### config.mk
export PLATFORM = sky130hd
export DESIGN_NAME = fft_frame_sched
export DESIGN_NICKNAME = d
export VERILOG_FILES = /design/src/rtl/fft_frame_sched.sv
export SDC_FILE = /design/constraint.sdc
export NUM_CORES = 1
export LEC_CHECK = 0
export CAP_MARGIN = 10
export CORE_ASPECT_RATIO = 0.7
export CORE_MARGIN = 3
export CORE_UTILIZATION = 47
export CTS_BUF_LIST = sky130_fd_sc_hd__clkbuf_8 sky130_fd_sc_hd__clkbuf_16
export CTS_CLUSTER_SIZE = 25
export DETAILED_ROUTE_END_ITERATION = 6
export GPL_TIMING_DRIVEN = 0
export HOLD_SLACK_MARGIN = 0.08
export PLACE_DENSITY = 0.78
export RECOVER_POWER = 100
export SLEW_MARGIN = 15
export SYNTH_ARGS = -nofsm -noshare
export SYNTH_HDL_FRONTEND = slang
export SYNTH_SLANG_ARGS = --single-unit
### constraint.sdc
create_clock -name iCLK -period 2.2 [get_ports iCLK]
set_input_delay 0.44 -clock iCLK [delete_from_list [all_inputs] [get_ports iCLK]]
set_output_delay 0.44 -clock iCLK [all_outputs]
set_load 0.02 [all_outputs]
### src/rtl/fft_frame_sched.sv
// Frame scheduler arbitrating the shared FFT sample memory between loader, FFT core and unloader.
// Optional macro FFT_SCHED_BITREV_EN: loader writes in bit-reversed address order.
module fft_frame_sched #(
    parameter int unsigned N_FFT  = 256,
    parameter int unsigned ADDR_W = 8,
    parameter int unsigned CNT_W  = 8
) (
    input  logic              iCLK,
    input  logic              iRESET,
    input  logic              iIN_VALID,
    output logic              oIN_READY,
    output logic [ADDR_W-1:0] oWR_ADDR,
    output logic              oWR_EN,
    output logic              oFFT_START,
    input  logic              iFFT_RDY,
    output logic [ADDR_W-1:0] oRD_ADDR,
    output logic              oRD_EN,
    input  logic              iOUT_READY,
    output logic              oOUT_VALID,
    output logic              oOUT_LAST,
    output logic [1:0]        oMUX_SEL,
    output logic              oBUSY,
    output logic              oFRAME_DONE,
    output logic [CNT_W-1:0]  oFRAME_CNT
);
    typedef enum logic [2:0] {
        S_IDLE   = 3'd0,
        S_LOAD   = 3'd1,
        S_START  = 3'd2,
        S_RUN    = 3'd3,
        S_UNLOAD = 3'd4,
        S_DRAIN  = 3'd5
    } state_e;

    localparam logic [ADDR_W-1:0] LAST_ADDR = ADDR_W'(N_FFT - 1);

    state_e              state_q, state_d;
    logic [ADDR_W-1:0]   wr_cnt_q, wr_cnt_d;
    logic [ADDR_W-1:0]   rd_cnt_q, rd_cnt_d;
    logic                rdy_q, rdy_d;
    logic                out_valid_q, out_valid_d;
    logic                out_last_q, out_last_d;
    logic [CNT_W-1:0]    frame_cnt_q, frame_cnt_d;

    logic [1:0]          mux_sel_c;
    logic                in_ready_c;
    logic                fft_start_c;
    logic                rd_en_c;
    logic                busy_c;
    logic                wr_fire_c;
    logic                rdy_rise_c;
    logic [ADDR_W-1:0]   wr_addr_c;

    assign wr_fire_c  = iIN_VALID & in_ready_c;
    assign rdy_rise_c = iFFT_RDY & ~rdy_q;

    // State register
    always_ff @(posedge iCLK) begin
        if (iRESET) begin
            state_q <= S_IDLE;
        end else begin
            state_q <= state_d;
        end
    end

    // Next-state logic; frames free-run back through IDLE
    always_comb begin
        state_d = state_q;
        case (state_q)
            S_IDLE:   state_d = S_LOAD;
            S_LOAD:   if (wr_fire_c && (wr_cnt_q == LAST_ADDR)) state_d = S_START;
            S_START:  state_d = S_RUN;
            S_RUN:    if (rdy_rise_c) state_d = S_UNLOAD;
            S_UNLOAD: if (rd_en_c && (rd_cnt_q == LAST_ADDR)) state_d = S_DRAIN;
            S_DRAIN:  state_d = S_IDLE;
            default:  state_d = S_IDLE;
        endcase
    end

    // State-decoded outputs; forced quiet while reset is asserted so a stale START never leaks out
    always_comb begin
        mux_sel_c   = 2'd0;
        in_ready_c  = 1'b0;
        fft_start_c = 1'b0;
        rd_en_c     = 1'b0;
        busy_c      = 1'b0;
        if (!iRESET) begin
            busy_c = (state_q != S_IDLE);
            case (state_q)
                S_LOAD: begin
                    mux_sel_c  = 2'd1;
                    in_ready_c = 1'b1;
                end
                S_START: begin
                    mux_sel_c   = 2'd2;
                    fft_start_c = 1'b1;
                end
                S_RUN:    mux_sel_c = 2'd2;
                S_UNLOAD: begin
                    mux_sel_c = 2'd3;
                    rd_en_c   = iOUT_READY;
                end
                // Unloader keeps ownership while the final read word returns
                S_DRAIN:  mux_sel_c = 2'd3;
                default:  mux_sel_c = 2'd0;
            endcase
        end
    end

    // Counters and read-side pipeline; address counters wrap naturally at N_FFT
    always_comb begin
        wr_cnt_d    = wr_cnt_q;
        rd_cnt_d    = rd_cnt_q;
        rdy_d       = iFFT_RDY;
        out_valid_d = rd_en_c;
        out_last_d  = rd_en_c && (rd_cnt_q == LAST_ADDR);
        frame_cnt_d = frame_cnt_q;
        if (wr_fire_c) wr_cnt_d = wr_cnt_q + ADDR_W'(1);
        if (rd_en_c)   rd_cnt_d = rd_cnt_q + ADDR_W'(1);
        if (out_last_d) frame_cnt_d = frame_cnt_q + CNT_W'(1);
    end

    always_ff @(posedge iCLK) begin
        if (iRESET) begin
            wr_cnt_q    <= '0;
            rd_cnt_q    <= '0;
            rdy_q       <= 1'b0;
            out_valid_q <= 1'b0;
            out_last_q  <= 1'b0;
            frame_cnt_q <= '0;
        end else begin
            wr_cnt_q    <= wr_cnt_d;
            rd_cnt_q    <= rd_cnt_d;
            rdy_q       <= rdy_d;
            out_valid_q <= out_valid_d;
            out_last_q  <= out_last_d;
            frame_cnt_q <= frame_cnt_d;
        end
    end

`ifdef FFT_SCHED_BITREV_EN
    always_comb begin
        wr_addr_c = '0;
        for (int i = 0; i < int'(ADDR_W); i++) begin
            wr_addr_c[i] = wr_cnt_q[int'(ADDR_W) - 1 - i];
        end
    end
`else
    assign wr_addr_c = wr_cnt_q;
`endif

    assign oIN_READY   = in_ready_c;
    assign oWR_ADDR    = wr_addr_c;
    assign oWR_EN      = wr_fire_c;
    assign oFFT_START  = fft_start_c;
    assign oRD_ADDR    = rd_cnt_q;
    assign oRD_EN      = rd_en_c;
    assign oOUT_VALID  = out_valid_q;
    assign oOUT_LAST   = out_last_q;
    assign oMUX_SEL    = mux_sel_c;
    assign oBUSY       = busy_c;
    assign oFRAME_DONE = out_last_q;
    assign oFRAME_CNT  = frame_cnt_q;

endmodule

* Yosys cells after proc, flatten, opt, wreduce, memory -nomap -nowiden *
Cells that the tools add are included.

storage, ports and cells
  register bits = 30
  word-level logic and storage cells = 43
  memories = 0
  bits in read-only memories = 0
  bits in latches = 0
  memory bits (writable) = 0
  input port bits = 5
  output and inout bits = 34

operators by class
  bitwise operators = 3
  mux-type cells = 13
  add/subtract/negate cells = 3
  shifts and indexed selects = 0
  $mul = 0
  div/mod/pow operators = 0
  order comparisons = 0
  equality and inequality tests = 10
  reductions and logical operators = 7

operators with widths
  operator                                       count
  adder 8 x 1 -> 8 bit, second input constant    3
  == test 8 bit, second input constant           2
  case mux 3 bit (5 select lines)                1
  2-to-1 mux 3 bit                               3
  2-to-1 mux 1 bit                               7
  == test 3 x 2 -> 1 bit, second input constant  2
  == test 3 bit, second input constant           2
  != test 2 bit, second input constant           3
  case mux 2 bit (3 select lines)                1
  OR reduction 2 bit                             2
  == test 3 x 1 -> 1 bit, second input constant  1
  logical NOT 3 bit                              1
  AND reduction 3 bit                            1
  nonzero test 3 bit                             1
  AND 1 bit                                      2
  logical AND 1 bit                              2
  2-to-1 mux 2 bit                               1
  inverter 1 bit                                 1

* Depth between registers and ports, before layout *
  depth after elaboration = 7
  gate-level depth with buffers = 7
  mapped depth without buffers = 6

* Least setup slack after synthesis *
Ideal clock, no wire load.

  path kind = reg2out
  from = register state_q[1]
  to = output oWR_EN
  slack = 0.027 ns
  buffers on the path = 1
  arrival = 1.733 ns
  cell stages (with the launch flop) = 6
  data required time = 1.760 ns
  cells stage by stage = dfxtp_1 > clkbuf_1 > or4b_2 > inv_1 > nand2_1 > inv_1

between the ends
  cells in the longest elaborated chain, start to end = 4

RTL lines
  item                    line  text
  from (decl)             37    state_e state_q, state_d;
  from (signal assigned)  62    state_q <= state_d;
  == test 3 x 1 -> 1 bit  89    case (state_q)
  2-to-1 mux 1 bit        89
  2-to-1 mux 1 bit        87    if (!iRESET) begin
  net oIN_READY           11    output logic oIN_READY,
  AND 1 bit               54    assign wr_fire_c = iIN_VALID & in_ready_c;
  to (decl)               13    output logic oWR_EN,

The timed path passes the listed nets, and every way through them passes these cells.

* Worst setup path after layout *
  from = register state_q[1]
  to = output oWR_EN

between the ends
  cells in the longest elaborated chain, start to end = 4

RTL lines
  item                    line
  == test 3 x 1 -> 1 bit  89
  2-to-1 mux 1 bit        89
  2-to-1 mux 1 bit        87
  AND 1 bit               54

Every way passes these cells.

==> out/results.txt <==
Counting every net in the synthesized netlist gives 168. The number of enable flip-flop cells after synthesis is 0, and the number of synthesis warnings is 0. In the final layout, the share of cells above drive strength 1 is 10.6%. Counting both buffers and inverters, the worst setup path holds a total of 4. The count of pins on the block boundary was 39; the setup slack after layout was 0.0587 ns.

The first detailed-routing pass ran for 4 iterations. The number of levels in the clock H-tree was 2. TritonCTS built the clock tree. The average instance in the mapped netlist occupies 8.67 sq um.

Counting tap cells, the placed design contains a total of 232 instances. The final standard cell count with taps included and fillers excluded came out at 241. The final hold violation count is 0. In the synthesized netlist, the cells that appear most often are sky130_fd_sc_hd__dfxtp_1, sky130_fd_sc_hd__nor2_1, sky130_fd_sc_hd__inv_1. Dividing the detail-routed via count by the number of cells gives 5.36. In this run the cell area of the synthesized design comes to 1390 sq um. STA classifies the critical path startpoint as a flip-flop. Measured in cells, the most critical reg-to-reg path has a length of 6. The worst setup path is captured at an output port.

The power spent charging and discharging nets was 301 uW; the post-route DRC violation count was 0. For the pin with the worst max-slew slack, the measured transition is 0.317 ns. STA puts the critical path data arrival time at 1.70 ns. The number of max-slew violations in the final report came out at 0.

Among cell families on the critical path, the largest total delay comes from simple AND/OR/NAND/NOR gates. Traced cell by cell, the critical path runs through buf_4 > or4b_4 > inv_4 > nand2_2 > inv_1 > buf_4. In this run the worst setup path terminates at oWR_EN. Counting distinct cell types in the post-synthesis netlist gives 33. The vias after detailed routing is 1292, and the area of the core region is 2630 sq um.

Of all flip-flops after synthesis, the portion carrying an async set or reset was 0%. The sequential power share came out at 48.2%. The vertical extent of the die was 51.5 um; the number of cell rows was 15.

Biggest cell delay along the critical path: 0.57 ns. The root buffer cell chosen for the clock tree is sky130_fd_sc_hd__clkbuf_8. Number of hold-repair buffers added at the cts stage: 0. Counting every sink on the clock net gives 30. After legalization and detailed placement, the total HPWL measured 2450 um.

Ranked by total cell area, the synthesized netlist is headed by sky130_fd_sc_hd__dfxtp_1, sky130_fd_sc_hd__nor2_1, sky130_fd_sc_hd__xnor2_1. The tools report the initial DRC count as 63. The path class of the tightest hold or removal check is flip-flop to flip-flop. The run gives -0.861 ns as the worst setup slack before clock tree synthesis. Summing all non-filler instances in the final layout gives an area of 1900 sq um. The tools report the via count of the first global-routing pass as 1202. Compared with the post-synthesis result, the final layout area differs by 37.0%.

The critical path runs through a total of 6 cells. Once the floorplan was initialized, standard cells occupied 52.8% of the core. The synthesized netlist cell count was 160.

The biggest area contributor in the post-synthesis netlist is sky130_fd_sc_hd__dfxtp_1. Setup total negative slack on the finished layout was measured at 0 ns. The max-cap check violation count came out at 0. In this run, CTS created clock tree buffers numbering 5. The slowest stage of the critical path is the sky130_fd_sc_hd__or4b_4 cell. Counting the fill cells in the layout gives 212.

Setup violations remaining at the end of the flow were counted as 0. Among the stages of the critical path, the cell type that occurs most often is sky130_fd_sc_hd__buf_4. In this run the tool buffered the top-level ports with 38 buffer cells. The ratio of final minimum period to clock period is 97.3%, and the remaining number of nets flagged by the antenna check after routing is 0. For the slack of the worst reg-to-reg path, the log shows 0.13 ns.

The flow ran to the end, and the final reports show no timing, DRC or antenna violations. Routability-driven placement finished with a final weighted congestion of 0.797. The clock transition at the registers of the reported paths was 0.06 ns. After layout, the design draws a total of 1.17 mW. Combinational cells account for 14.1% of the total power.

Of all nets on the critical path, the largest fanout is 10. The launching point of the worst reg2reg path was oRD_ADDR[0]. The tools report the die area as 3650 sq um.

The repair_antennas step left the layout with diodes totalling 0. In the final routed layout, each cell accounts on average for 13.8 um. The launch point of the critical path is state_q[1].

Clock skew on the completed layout was measured at 0.00637 ns. Clock latency at the later pin of the worst-skew pair: 0.27 ns. The switching power as a share of total power was 25.8%; the total routing resource utilization after global routing was 19.6%. The run gives 0.369 mV as the worst voltage drop across the vdd grid.

The tools report the remaining global-route overflow as 0. In the final design database the tool counted 214 nets. The worst-case hold slack was 0.488 ns; the register bit total from synthesis was 30.

Sequential elements use 43.3% of the synthesized area. The top cell type's share of synthesized area was 43.3%. Entering global routing, the biggest net connects 11 pins. The logs give 0 for the initial antenna violation count and 1.76 ns for the endpoint required time on the critical path. The power per cell area came out at 615 nW/um^2. In this run the critical register-to-register path is captured at oFRAME_CNT[3]. The category of the most critical setup path was flip-flop to output port.

The worst pin sits at a relative slew slack of 78.6%. Share of total power in the clock network: 37.7%. The die width is 70.9 um.

The clock passes through at most 2 buffers. The minimum period implied by the final worst setup slack works out to 2.14 ns. Most instantiated library cell after synthesis: sky130_fd_sc_hd__dfxtp_1. The global-route wire length before repair was 5560 um; the upper clock frequency limit was 467 MHz.

The post-placement cell area was 1810 sq um. The analysis attributes to cell leakage a power of 0.740 nW. The routed wire length was 3340 um.

Among all flip-flop cells after synthesis, the most frequent one is sky130_fd_sc_hd__dfxtp_1. Cells fill 72.3% of the core in the end. Setup repair after global routing left no endpoint under its margin.

The internal power was 867 uW.
-- routing by layer --
layer / global-route usage, % / up-vias / part of all wire, %
li1: - / 645 / -
met1: 26.6 / 604 / 49
met2: 29.4 / 39 / 43
met3: 6.29 / 4 / 6.4
met4: 6.25 / 0 / 0.66
met5: 0 / - / 0
-- final cells by class --
type / instances / area, sq um / share of cell area (%)
flip-flops and latches: 30 / 601 / 31.6
clock inverters: 2 / 8.76 / 0.461
clock buffers: 6 / 82.6 / 4.34
well taps: 34 / 42.5 / 2.24
plain buffers: 9 / 56.3 / 2.96
repair buffers: 39 / 358 / 18.8
inverters: 11 / 43.8 / 2.30
multi-input cells: 110 / 708 / 37.3
-- cell families after synthesis --
family	after synthesis	synth area share, %
AND/OR/NAND/NOR	69	27.3
multiplexers	2	1.44
adder cells (fa/ha/maj)	3	2.71
XOR/XNOR	16	10.1
AO/OA/AOI/OAI	20	9.02
buffers and inverters	20	6.13
flip-flops	30	43.3
-- cells in the final DEF, fill, tap and decap left out, drive strengths merged --
master	synthesis	final
dfxtp	30	30
nor2	23	23
clkdlybuf4s50	0	23
clkbuf	4	14
inv	11	12
a21oi	10	10
xnor2	9	9
nand3	8	8
nand4	8	8
nand2	8	8
xor2	7	7
dlygate4sd3	0	7
buf	5	6
nor3	5	5
or4	5	5
o31ai	4	4
dlygate4sd2	0	4
ha	3	3
nor4	2	2
and3	2	2
mux2i	2	2
o21ai	2	2
or3	2	2
or4b	1	1
nand4bb	1	1
nor2b	1	1
o211ai	1	1
and4	1	1
a41oi	1	1
a22oi	1	1
and2	1	1
nor4bb	1	1
o221a	1	1
clkinv	0	1
-- flip-flops by register name, summed over array words and instances (netlist names) --
name	cells
oRD_ADDR	8
oFRAME_CNT	8
rdy_q	1
oFRAME_DONE	1
oWR_ADDR	8
oOUT_VALID	1
state_q	3
-- worst min-delay path by stage --
stage	start	end	slack (ns)	depth (start not counted)
floorplan	state_q[1]	oOUT_VALID	0.53	2
global placement	oFRAME_CNT[7]	oFRAME_CNT[7]	0.47	2
detailed placement	oWR_ADDR[1]	oWR_ADDR[1]	0.48	2
CTS	oWR_ADDR[1]	oWR_ADDR[1]	0.49	2
global route	oWR_ADDR[1]	oWR_ADDR[1]	0.52	2
finish	oWR_ADDR[1]	oWR_ADDR[1]	0.49	2
-- worst min-delay path, stage by stage, from the launching register on --
cell and delay, ns:
sky130_fd_sc_hd__dfxtp_1 0.33, sky130_fd_sc_hd__nand2_1 0.06, sky130_fd_sc_hd__a21oi_1 0.05
-- what timing repair did --
item / CTS / global route
setup buffers: 1 / 0
gates resized for setup: 21 / 6
pin swaps: 1 / 1
setup endpoints to repair: 15 / 7
-- power by group through the flow --
| stage | Clock, mW | Combinational (mW) | Sequential, mW |
|---|---|---|---|
| 6_report | 0.440 | 0.165 | 0.563 |
| 5_1_grt | 0.473 | 0.179 | 0.564 |
| 2_1_floorplan | 0 | 0.104 | 0.574 |
| 3_5_place_dp | 0 | 0.166 | 0.574 |
| 3_3_place_gp | 0 | 0.162 | 0.573 |
| 4_1_cts | 0.451 | 0.172 | 0.563 |
Note: power is estimated with default switching activity, not from simulation.
